File: config.mk
export PLATFORM = sky130hd
export DESIGN_NAME = ram_scan_ctrl_flat
export DESIGN_NICKNAME = d
export VERILOG_FILES = /design/src/rtl/ram_scan_ctrl_if.sv /design/src/rtl/ram_scan_ctrl.sv /design/src/flat_wrapper.sv
export SDC_FILE = /design/constraint.sdc
export NUM_CORES = 1
export LEC_CHECK = 0
export CAP_MARGIN = 20
export CORE_ASPECT_RATIO = 1.1
export CORE_MARGIN = 3
export CORE_UTILIZATION = 39
export CTS_BUF_LIST = sky130_fd_sc_hd__clkbuf_16
export CTS_CLUSTER_SIZE = 10
export DETAILED_ROUTE_END_ITERATION = 8
export PLACE_DENSITY = 0.54
export SYNTH_ARGS = -nofsm -noshare
export SYNTH_HDL_FRONTEND = slang
export SYNTH_SLANG_ARGS = --single-unit
File: constraint.sdc
create_clock -name clk_i -period 2.35 [get_ports clk_i]
set_clock_uncertainty 0.15 [all_clocks]
set_input_delay 0.47 -clock clk_i [delete_from_list [all_inputs] [get_ports clk_i]]
set_output_delay 0.47 -clock clk_i [all_outputs]
set_load 0.02 [all_outputs]
File: src/rtl/ram_scan_ctrl_if.sv
// ram_scan_ctrl_if -- bundles the manual write port, the read/scan controls
// and the status outputs of ram_scan_ctrl.
//   master : drives wr_req/wr_addr/wr_data/rd_addr/scan_en/clr_req,
//            observes rd_addr_out/rd_data/wr_done/busy
//   slave  : the RAM controller side (inverse directions)
interface ram_scan_ctrl_if #(
    parameter int DATA_WIDTH = 4,
    parameter int ADDR_WIDTH = 5
);
    logic                  wr_req;
    logic [ADDR_WIDTH-1:0] wr_addr;
    logic [DATA_WIDTH-1:0] wr_data;
    logic [ADDR_WIDTH-1:0] rd_addr;
    logic                  scan_en;
    logic                  clr_req;
    logic [ADDR_WIDTH-1:0] rd_addr_out;
    logic [DATA_WIDTH-1:0] rd_data;
    logic                  wr_done;
    logic                  busy;

    modport master (
        output wr_req, wr_addr, wr_data, rd_addr, scan_en, clr_req,
        input  rd_addr_out, rd_data, wr_done, busy
    );

    modport slave (
        input  wr_req, wr_addr, wr_data, rd_addr, scan_en, clr_req,
        output rd_addr_out, rd_data, wr_done, busy
    );
endinterface

File: src/rtl/ram_scan_ctrl.sv
// ram_scan_ctrl -- DATA_WIDTH x 2**ADDR_WIDTH RAM with an edge-triggered
// manual write port, a registered read port that follows either a manual
// address or an auto-scan address stepping every SCAN_TICKS clocks, and a
// sequencer that clears the whole memory one word per cycle.
// Ports:
//   clk_i   : system clock
//   reset_i : asynchronous, active-high reset (memory contents not reset)
//   bus     : ram_scan_ctrl_if.slave
//             wr_req  level; a rising edge requests one write
//             wr_addr/wr_data write address/data
//             rd_addr manual read address (scan_en=0)
//             scan_en 1 = auto-scan read address
//             clr_req pulse; clears the whole memory
//             rd_addr_out/rd_data aligned registered read result
//             wr_done 1-cycle pulse after a write commits
//             busy    high while a clear is running
module ram_scan_ctrl #(
    parameter int DATA_WIDTH = 4,
    parameter int ADDR_WIDTH = 5,
    parameter int SCAN_TICKS = 50000000
) (
    input  logic               clk_i,
    input  logic               reset_i,
    ram_scan_ctrl_if.slave     bus
);
    localparam int DEPTH  = 2 ** ADDR_WIDTH;
    localparam int TICK_W = (SCAN_TICKS > 1) ? $clog2(SCAN_TICKS) : 1;
    localparam logic [TICK_W-1:0]     TICK_LAST = TICK_W'(SCAN_TICKS - 1);
    localparam logic [ADDR_WIDTH-1:0] ADDR_LAST = '1;

    typedef enum logic {ST_IDLE, ST_CLEAR} state_t;

    logic [DATA_WIDTH-1:0] mem_q [DEPTH];

    state_t                state_q;
    logic [ADDR_WIDTH-1:0] clr_ptr_q;
    logic                  busy_q;
    logic                  wr_req_q;
    logic [TICK_W-1:0]     tick_q, tick_d;
    logic [ADDR_WIDTH-1:0] scan_addr_q, scan_addr_d;
    logic [ADDR_WIDTH-1:0] rd_addr_out_q;
    logic [DATA_WIDTH-1:0] rd_data_q, rd_data_d;
    logic                  wr_done_q;

    logic                  wr_fire;
    logic                  in_clear;
    logic                  mem_we;
    logic [ADDR_WIDTH-1:0] mem_waddr;
    logic [DATA_WIDTH-1:0] mem_wdata;
    logic [ADDR_WIDTH-1:0] sel_addr;

    // wr_req_q resets to 1 so a key held through reset does not fire.
    assign wr_fire  = bus.wr_req & ~wr_req_q;
    assign in_clear = (state_q == ST_CLEAR);

    // The clear sequencer owns the write port; manual writes are dropped.
    always_comb begin
        mem_we    = in_clear | wr_fire;
        mem_waddr = in_clear ? clr_ptr_q : bus.wr_addr;
        mem_wdata = in_clear ? '0 : bus.wr_data;
    end

    assign sel_addr = bus.scan_en ? scan_addr_q : bus.rd_addr;

    // Write-first: a same-cycle write to the read address is forwarded.
    always_comb begin
        rd_data_d = mem_q[sel_addr];
        if (mem_we && (mem_waddr == sel_addr)) begin
            rd_data_d = mem_wdata;
        end
    end

    // Both scan counters freeze while scan_en is low.
    always_comb begin
        tick_d      = tick_q;
        scan_addr_d = scan_addr_q;
        if (bus.scan_en) begin
            if (tick_q == TICK_LAST) begin
                tick_d      = '0;
                scan_addr_d = scan_addr_q + ADDR_WIDTH'(1);
            end else begin
                tick_d = tick_q + TICK_W'(1);
            end
        end
    end

    always_ff @(posedge clk_i) begin
        if (mem_we) begin
            mem_q[mem_waddr] <= mem_wdata;
        end
    end

    always_ff @(posedge clk_i or posedge reset_i) begin
        if (reset_i) begin
            state_q   <= ST_IDLE;
            clr_ptr_q <= '0;
            busy_q    <= 1'b0;
        end else begin
            case (state_q)
                ST_IDLE: begin
                    if (bus.clr_req) begin
                        state_q   <= ST_CLEAR;
                        clr_ptr_q <= '0;
                        busy_q    <= 1'b1;
                    end
                end
                ST_CLEAR: begin
                    clr_ptr_q <= clr_ptr_q + ADDR_WIDTH'(1);
                    if (clr_ptr_q == ADDR_LAST) begin
                        state_q <= ST_IDLE;
                        busy_q  <= 1'b0;
                    end
                end
                default: begin
                    state_q <= ST_IDLE;
                    busy_q  <= 1'b0;
                end
            endcase
        end
    end

    always_ff @(posedge clk_i or posedge reset_i) begin
        if (reset_i) begin
            wr_req_q      <= 1'b1;
            tick_q        <= '0;
            scan_addr_q   <= '0;
            rd_addr_out_q <= '0;
            rd_data_q     <= '0;
            wr_done_q     <= 1'b0;
        end else begin
            wr_req_q      <= bus.wr_req;
            tick_q        <= tick_d;
            scan_addr_q   <= scan_addr_d;
            rd_addr_out_q <= sel_addr;
            rd_data_q     <= rd_data_d;
            wr_done_q     <= wr_fire & ~in_clear;
        end
    end

    assign bus.rd_addr_out = rd_addr_out_q;
    assign bus.rd_data     = rd_data_q;
    assign bus.wr_done     = wr_done_q;
    assign bus.busy        = busy_q;
endmodule

File: src/flat_wrapper.sv
// flat-port wrapper written by rule: the top's interface ports become plain ports
module ram_scan_ctrl_flat 
#(
    parameter int DATA_WIDTH = 4,
    parameter int ADDR_WIDTH = 5,
    parameter int SCAN_TICKS = 50000000
)
  (clk_i, reset_i, bus_wr_req, bus_wr_addr, bus_wr_data, bus_rd_addr, bus_scan_en, bus_clr_req, bus_rd_addr_out, bus_rd_data, bus_wr_done, bus_busy);
  ram_scan_ctrl_if #(.DATA_WIDTH(DATA_WIDTH), .ADDR_WIDTH(ADDR_WIDTH)) bus_i ();
  input  logic clk_i;
  input  logic reset_i;
  input wire logic [$bits(bus_i.wr_req)-1:0] bus_wr_req;
  input wire logic [$bits(bus_i.wr_addr)-1:0] bus_wr_addr;
  input wire logic [$bits(bus_i.wr_data)-1:0] bus_wr_data;
  input wire logic [$bits(bus_i.rd_addr)-1:0] bus_rd_addr;
  input wire logic [$bits(bus_i.scan_en)-1:0] bus_scan_en;
  input wire logic [$bits(bus_i.clr_req)-1:0] bus_clr_req;
  output wire logic [$bits(bus_i.rd_addr_out)-1:0] bus_rd_addr_out;
  output wire logic [$bits(bus_i.rd_data)-1:0] bus_rd_data;
  output wire logic [$bits(bus_i.wr_done)-1:0] bus_wr_done;
  output wire logic [$bits(bus_i.busy)-1:0] bus_busy;
  assign bus_i.wr_req = bus_wr_req;
  assign bus_i.wr_addr = bus_wr_addr;
  assign bus_i.wr_data = bus_wr_data;
  assign bus_i.rd_addr = bus_rd_addr;
  assign bus_i.scan_en = bus_scan_en;
  assign bus_i.clr_req = bus_clr_req;
  assign bus_rd_addr_out = bus_i.rd_addr_out;
  assign bus_rd_data = bus_i.rd_data;
  assign bus_wr_done = bus_i.wr_done;
  assign bus_busy = bus_i.busy;
  ram_scan_ctrl #(.DATA_WIDTH(DATA_WIDTH), .ADDR_WIDTH(ADDR_WIDTH), .SCAN_TICKS(SCAN_TICKS)) u_core (.clk_i(clk_i), .reset_i(reset_i), .bus(bus_i));
endmodule
==> Implementation_results.wiki, run 1 <==
{| class="wikitable"
! Metric !! Value
|-
| Result of the run || completed
|-
| H-tree level count || 4
|-
| Cell Count, Final, Fillers Out || about 1100
|-
| Area of the multi-input gates || slightly below 0.003 mm2
|-
| Depth of the worst register-to-register path || 9
|-
| Pin count of the biggest net entering global routing || 50
|-
| Final layout net count || 820
|-
| Fraction of registers with async set or reset after synthesis || between 20% and 30%
|-
| Clk buf depth || 2
|-
| Net count after synthesis || 677
|-
| CTS clock-pin slew for the worst setup and hold paths || around 0.07 ns
|-
| Biggest fanout along the worst timing path || 6
|-
| Cell at the slowest stage of the critical path || mux4_2
|-
| Number of synthesized flops with an enable pin || roughly 130
|-
| Count of input and output buffers || 29
|-
| Final slew viol count || 0
|-
| Residual DRC count || 0
|-
| TritonCTS sink count || between 150 and 200
|-
| Worst r2r dst || u_core.bus.rd_data[2]
|-
| Via count of the first global-routing pass || between 5000 and 6000
|-
| Crit path setup slack, layout || 0.0707 ns
|-
| Number of unique standard cell types used by synthesis || slightly below 60
|-
| First-pass GRT wire length || 33.8 mm
|-
| Synthesized area divided by synthesized cell count || ~12 um2
|-
| Footprint of the flip-flops and latches || about 0.005 mm2
|-
| Fillers || roughly 1700
|-
| Register-to-register setup slack || between 0.1 and 0.15 ns
|-
| Final min period || approximately 2.3 ns
|-
| Source-to-sink clock delay at the later pin of the worst-skew pair || 0.44 ns
|-
| Flip-flop and latch count after synthesis || between 150 and 200
|-
| Highest-count cells in the layout ignoring fill and taps || edfxtp_1 (128), buf_4 (109), nand2_1 (98)
|-
| Achievable clock frequency || roughly 440 MHz
|-
| Clock tree root buffer cell || clkbuf_16
|-
| Cts bufs inserted || 17
|-
| Normalized max-slew margin || between 60% and 70%
|-
| Placeable Area || about 0.02 mm2
|-
| Setup violators final || 0
|-
| Via total after detailed routing || 5904
|-
| End of the critical path || u_core.bus.rd_data[0]
|-
| Worst Tran Pin Value || about 0.48 ns
|-
| Detailed Routing Iterations Pass 1 || 5
|-
| DRC violation total after the first TritonRoute iteration || a little over 500
|-
| Wire length reported by the detailed router || around 22 mm
|-
| Number of antenna violations at the first check in global routing || 0
|-
| Count of final hold-check violations || 0
|-
| Number of hold buffers added after cts || 0
|-
| Final worst path period share || 97.0%
|-
| Area enclosed by the die boundary || approximately 0.023 mm2
|-
| Crit path cell chain || dlygate4sd2_1, buf_6, mux2i_4, buf_6, buf_16, buf_4, mux4_2, a211oi_2, o211ai_1
|-
| Clock tree from TritonCTS || done
|-
| Crit. Startpoint || bus_scan_en
|-
| Effective utilization at floorplan || 40.4%
|-
| Most frequent CP cell || buf_6
|-
| Layout Area Growth over Synthesis || 26.9%
|-
| Inserted Diodes || 0
|-
| Most common flop cell mapped by yosys || edfxtp_1
|-
| Vias/cell || between 5 and 6
|-
| Total standard cell area after synthesis || between 0.008 and 0.009 mm2
|-
| Setup slack after placement || -0.733 ns
|-
| Number of synthesis warnings || 0
|-
| Signal arrival time at the worst endpoint || approximately 2.4 ns
|-
| Cells after synthesis || 653
|-
| Worst vdd ir || between 0.0005 and 0.0006 V
|-
| CP startpoint kind || primary input
|-
| DR WL/cell || between 20 and 25 um
|-
| Share of final-layout standard cells stronger than drive strength 1 || approximately 26%
|-
| Total Routing Usage GR || 20.0%
|-
| Sum of net half-perimeters after detailed placement || around 15 mm
|-
| Last weighted congestion value of the routability-driven placer || roughly 0.92
|-
| Type of the most critical hold path || primary input to asynchronous set/reset pin
|-
| Power density cells || 870 mW/mm2
|-
| Die width || around 140 um
|-
| Most common library cell in the layout ignoring fill and taps || edfxtp_1
|-
| Max-cap check violation count || 0
|-
| Portion of the post-synthesis area used by sequential elements || between 60 and 70%
|-
| Worst Path Required || 2.50 ns
|-
| Kind of end point of the critical path || flop
|-
| Ports || 30
|-
| Setup TNS || 0 ns
|-
| Detail Route Antenna Nets || 0
|-
| Delay of the slowest cell on the worst path || a little over 0.5 ns
|-
| Worst R2R Start || u_core.scan_addr_q[1]
|-
| Vertical extent of the die || roughly 160 um
|-
| Remaining Overflow, GRT || 0
|-
| Site Rows || between 50 and 60
|-
| Leakage || 4.00 nW
|-
| Setup CP Type || primary input to flop
|-
| Cell Count Post-Placement || 1019
|}
## state kept, by name, indices dropped and copies added, names as in the netlist
| register | cells |
|---|---|
| u_core.bus.rd_addr_out | 5 |
| u_core.in_clear | 1 |
| u_core.bus.rd_data | 4 |
| u_core.bus.wr_done | 1 |
| u_core.bus.busy | 1 |
| u_core.wr_req_q | 1 |
| u_core.clr_ptr_q | 5 |
| u_core.tick_q | 26 |
| u_core.mem_q | 128 |
| u_core.scan_addr_q | 5 |
## power breakdown
group | switching, mW | leakage, nW | internal [mW]
Combinational | 1.26 | 1.91 | 0.987
Sequential | 0.257 | 1.83 | 3.83
Clock | 1.29 | 0.267 | 1.38
Total | 2.81 | 4.00 | 6.20
## worst max-delay path: cells and delay by family
family	cells	cell delay [ns]
compound gates	2	0.35
buf+inv	5	0.78
mux	2	0.82
## layer usage
metal  track usage [%]  wire, um  vias to the layer above  share of wire (%)
met3              3.35      1220                       27                5.6
li1                  -         -                     2738                  -
met5                 0         0                        -                  0
met4              5.96       389                        0                1.8
met1              27.2      9630                     2940                 44
met2              33.0     10700                      199                 49
## kinds of logic (layout without fill, tap and decap cells)
group / after synthesis / count (layout) / share of synthesized area (%)
AO/OA/AOI/OAI: 121 / 121 / 10.5
XOR/XNOR: 31 / 31 / 3.33
adder cells (fa/ha/maj): 5 / 5 / 0.767
buffers and inverters: 49 / 205 / 3.10
flip-flops: 177 / 177 / 62.2
multiplexers: 33 / 33 / 6.60
AND/OR/NAND/NOR: 237 / 237 / 13.5
## stage by stage
stage               hold WS (ns)  total power, mW  utilization [%]  cell area [um2]
detailed placement         0.336             6.32             47.4             9570
global placement           0.336             6.28             47.4             9570
CTS                        0.250             9.00             50.7            10200
global route               0.275             9.39             51.2            10300
finish                     0.240             9.00             51.2            10300
floorplan                  0.311             5.14                -             8170
## timing repair
item | in CTS | in global routing
gates resized for setup | 15 | 20
cloned | 1 | 0
buffers inserted | 5 | 4
setup endpoints to repair | 4 | 29
pin swaps | 5 | 5
## final cells by class
type	count	area share, %
repair buffers	156	13.7
clock buffers	17	4.11
multi-input cells	427	28.3
inverters	17	0.617
well taps	252	3.05
flip-flops and latches	177	49.0
clock inverters	15	1.17
## cells in the mapped netlist, types with 5 or more instances
cell | instances | share of area [%]
edfxtp_1 | 128 | 47
nand2_1 | 98 | 4.5
nor2_1 | 60 | 2.8
dfrtp_1 | 48 | 15
a22oi_1 | 34 | 3.1
a21oi_1 | 23 | 1.4
xnor2_1 | 16 | 1.7
inv_1 | 15 | 0.69
nor3_1 | 15 | 0.92
o22ai_1 | 15 | 1.2
xor2_1 | 15 | 1.6
mux2i_1 | 14 | 1.7
nand3_1 | 14 | 0.86
buf_2 | 12 | 0.74
clkbuf_1 | 12 | 0.55
nand4_1 | 10 | 0.77
nor2b_1 | 9 | 0.69
o21ai_0 | 9 | 0.55
mux4_2 | 8 | 2.2
a32o_1 | 7 | 0.86
a211oi_1 | 6 | 0.55
and2_1 | 5 | 0.38
and3_1 | 5 | 0.38
ha_1 | 5 | 0.77
nor4_1 | 5 | 0.38
## how the worst min path moves through the flow
stage                      start                     to  slack [ns]  cells past startpoint
3_3_place_gp   u_core.tick_q[24]      u_core.tick_q[24]        0.34                      1
2_1_floorplan  u_core.tick_q[24]      u_core.tick_q[24]        0.31                      1
5_1_grt                  reset_i  u_core.bus.rd_data[3]        0.27                      3
6_report                 reset_i  u_core.bus.rd_data[3]        0.24                      3
3_5_place_dp   u_core.tick_q[24]      u_core.tick_q[24]        0.34                      1
4_1_cts                  reset_i  u_core.bus.rd_data[3]        0.25                      3
No activity file was read; power rests on OpenSTA's default activity.
==> inputs of run 2 (changes only) <==
--- a/constraint.sdc
+++ b/constraint.sdc
@@ -4,2 +4,2 @@
 set_output_delay 0.47 -clock clk_i [all_outputs]
-set_load 0.02 [all_outputs]
+set_load 0.05 [all_outputs]
==> run 2 against run 1 <==
- flip-flop and latch count is the same
- die area is the same
- core utilization is essentially flat
- design area is essentially flat
- critical path depth is the same
- largest power group unchanged
==> Implementation_results.wiki, run 2 (synthesis results as in run 1) <==
{| class="wikitable"
! Metric !! Value
|-
| Result of the run || completed
|-
| Max-cap check violation count || 0 (unchanged)
|-
| Biggest fanout along the worst timing path || 6 (unchanged)
|-
| First-pass GRT wire length || 33.8 mm (unchanged)
|-
| Sum of net half-perimeters after detailed placement || 15.1 mm (unchanged)
|-
| Count of final hold-check violations || 0 (unchanged)
|-
| Normalized max-slew margin || 63.9% (-4.1 points)
|-
| Source-to-sink clock delay at the later pin of the worst-skew pair || 0.44 ns (about the same)
|-
| Crit path cell chain || dlygate4sd2_1, buf_6, mux2i_4, buf_6, buf_16, buf_4, mux4_2, a211oi_2, o211ai_1
|-
| Kind of end point of the critical path || flop
|-
| Clock tree from TritonCTS || done
|-
| Signal arrival time at the worst endpoint || 2.43 ns (about the same)
|-
| Worst Path Required || 2.50 ns (about the same)
|-
| Worst vdd ir || 0.000576 V (about the same)
|-
| Ports || 30 (unchanged)
|-
| Number of antenna violations at the first check in global routing || 0 (unchanged)
|-
| Cell at the slowest stage of the critical path || mux4_2
|-
| TritonCTS sink count || 177 (unchanged)
|-
| Detail Route Antenna Nets || 0 (unchanged)
|-
| Placeable Area || 0.0202 mm2 (unchanged)
|-
| Crit path setup slack, layout || 0.0721 ns (+0.00142 ns)
|-
| Layout Area Growth over Synthesis || 26.9% (about the same)
|-
| CTS clock-pin slew for the worst setup and hold paths || 0.07 ns (about the same)
|-
| Number of flip-flops in the largest register || 128 (unchanged)
|-
| Remaining Overflow, GRT || 0 (unchanged)
|-
| Effective utilization at floorplan || 40.4% (unchanged)
|-
| Inserted Diodes || 0 (unchanged)
|-
| Type of the most critical hold path || primary input to asynchronous set/reset pin
|-
| DR WL/cell || 20.7 um (+0.11%)
|-
| Pin count of the biggest net entering global routing || 50 (unchanged)
|-
| Via count of the first global-routing pass || 5798 (unchanged)
|-
| Gate family responsible for the most delay along the worst path || multiplexers
|-
| Vertical extent of the die || 158 um (unchanged)
|-
| Area of the multi-input gates || 0.00293 mm2 (unchanged)
|-
| Final layout net count || 820 (unchanged)
|-
| Last weighted congestion value of the routability-driven placer || 0.915 (unchanged)
|-
| Detailed Routing Iterations Pass 1 || 5 (unchanged)
|-
| Die width || 144 um (unchanged)
|-
| Number of buffer and inverter instances along the worst setup path || 5 (unchanged)
|-
| CP startpoint kind || primary input
|-
| Fillers || 1721 (-0.058%)
|-
| Top reg by flops || u_core.mem_q
|-
| DRC violation total after the first TritonRoute iteration || 510 (unchanged)
|-
| Vias/cell || 5.56 (unchanged)
|-
| Final worst path period share || 96.9% (about the same)
|-
| Footprint of the flip-flops and latches || 0.00507 mm2 (unchanged)
|-
| Setup CP Type || primary input to flop
|-
| Final min period || 2.28 ns (-0.00142 ns)
|-
| Setup violators final || 0 (unchanged)
|-
| Area enclosed by the die boundary || 0.0227 mm2 (unchanged)
|-
| Count of input and output buffers || 29 (unchanged)
|-
| Highest-count cells in the layout ignoring fill and taps || edfxtp_1 (128), buf_4 (109), nand2_1 (98)
|-
| H-tree level count || 4 (unchanged)
|-
| Delay of the slowest cell on the worst path || 0.51 ns (about the same)
|-
| Cts bufs inserted || 17 (unchanged)
|-
| Leading registers by flop count || u_core.mem_q x128, u_core.tick_q x26
|-
| Power density cells || 878 mW/mm2 (+0.93%)
|-
| Most frequent CP cell || buf_6
|-
| Setup slack after placement || -0.733 ns (unchanged)
|-
| Final slew viol count || 0 (unchanged)
|-
| Via total after detailed routing || 5904 (unchanged)
|-
| Clock tree root buffer cell || clkbuf_16
|-
| Wire length reported by the detailed router || 21.9 mm (+0.11%)
|-
| Clk buf depth || 2 (unchanged)
|-
| Achievable clock frequency || 439 MHz (about the same)
|-
| Leakage || 4.01 nW (+0.28%)
|-
| Worst Tran Pin Value || 0.539 ns (+0.0601 ns)
|-
| Residual DRC count || 0 (unchanged)
|-
| Cell Count Post-Placement || 1019 (unchanged)
|-
| Cell Count, Final, Fillers Out || 1061 (unchanged)
|-
| Total Routing Usage GR || 20.0% (unchanged)
|-
| Site Rows || 54 (unchanged)
|-
| Most common library cell in the layout ignoring fill and taps || edfxtp_1
|-
| Share of final-layout standard cells stronger than drive strength 1 || 25.6% (unchanged)
|}
run 2: changes by cell type in the layout (fill, tap and decap cells not counted), sizes merged:
cell / before / now
dlymetal6s2s: 1 / 2
clkdlybuf4s50: 26 / 25
run 2: cell type report:
type                       count  share of cell area, %
tap                          252                   3.05
multi-input combinational    427                   28.3
inverter                      17                  0.616
timing repair buffer         156                   13.7
sequential                   177                   49.0
clock buffer                  17                   4.11
clock inverter                15                   1.17
run 2: per-stage QoR:
stage / power [mW] / util (%) / cell area [um2] / hold WS [ns] / setup TNS [ns]
2_1_floorplan: 5.22 / - / 8170 / 0.311 / -0.0404
3_3_place_gp: 6.37 / 47.4 / 9570 / 0.336 / -8.94
3_5_place_dp: 6.40 / 47.4 / 9570 / 0.336 / -11.07
4_1_cts: 9.08 / 50.7 / 10200 / 0.250 / -0.00240
5_1_grt: 9.47 / 51.2 / 10400 / 0.275 / -0.00973
6_report: 9.09 / 51.2 / 10400 / 0.240 / 0
run 2: report_power, final:
| group | leakage [nW] | switching, mW | internal [mW] |
|---|---|---|---|
| clock network | 0.267 | 1.29 | 1.38 |
| logic | 1.92 | 1.35 | 0.986 |
| registers | 1.83 | 0.256 | 3.83 |
run 2: metal layers:
layer  up-vias  part of all wire (%)  track usage, %
met2       198                    49            33.0
met1      2940                    44            27.2
met4         0                   1.8            5.96
met5         -                     0               0
met3        27                   5.6            3.35
li1       2739                     -               -
run 2: worst reg2reg max path, delay by kind of cell (launching register included):
family / cells / cell delay (ns)
simple gates: 4 / 0.65
compound gates: 2 / 0.31
flops: 1 / 0.45
buf+inv: 3 / 0.54
run 2: repair_timing:
| action | 4_1_cts | 5_1_grt |
|---|---|---|
| endpoints found under the setup margin | 4 | 30 |
| hold buffers | 0 | 0 |
| gates resized for setup | 15 | 21 |
| pin swaps | 5 | 5 |
| buffers inserted | 5 | 4 |
| gates cloned | 1 | 0 |
run 2: final timing paths:
kind	endpoint	startpoint	cells after the start	slack, ns
max	u_core.bus.rd_data[0]	bus_scan_en	9	0.07
min	u_core.bus.rd_data[3]	reset_i	3	0.24
max reg2reg	u_core.bus.rd_data[2]	u_core.scan_addr_q[1]	9	0.12
min reg2reg	u_core.tick_q[24]	u_core.tick_q[24]	1	0.34
max in group asynchronous	u_core.wr_req_q	reset_i	3	1.52
min in group clk_i	u_core.tick_q[24]	u_core.tick_q[24]	1	0.34
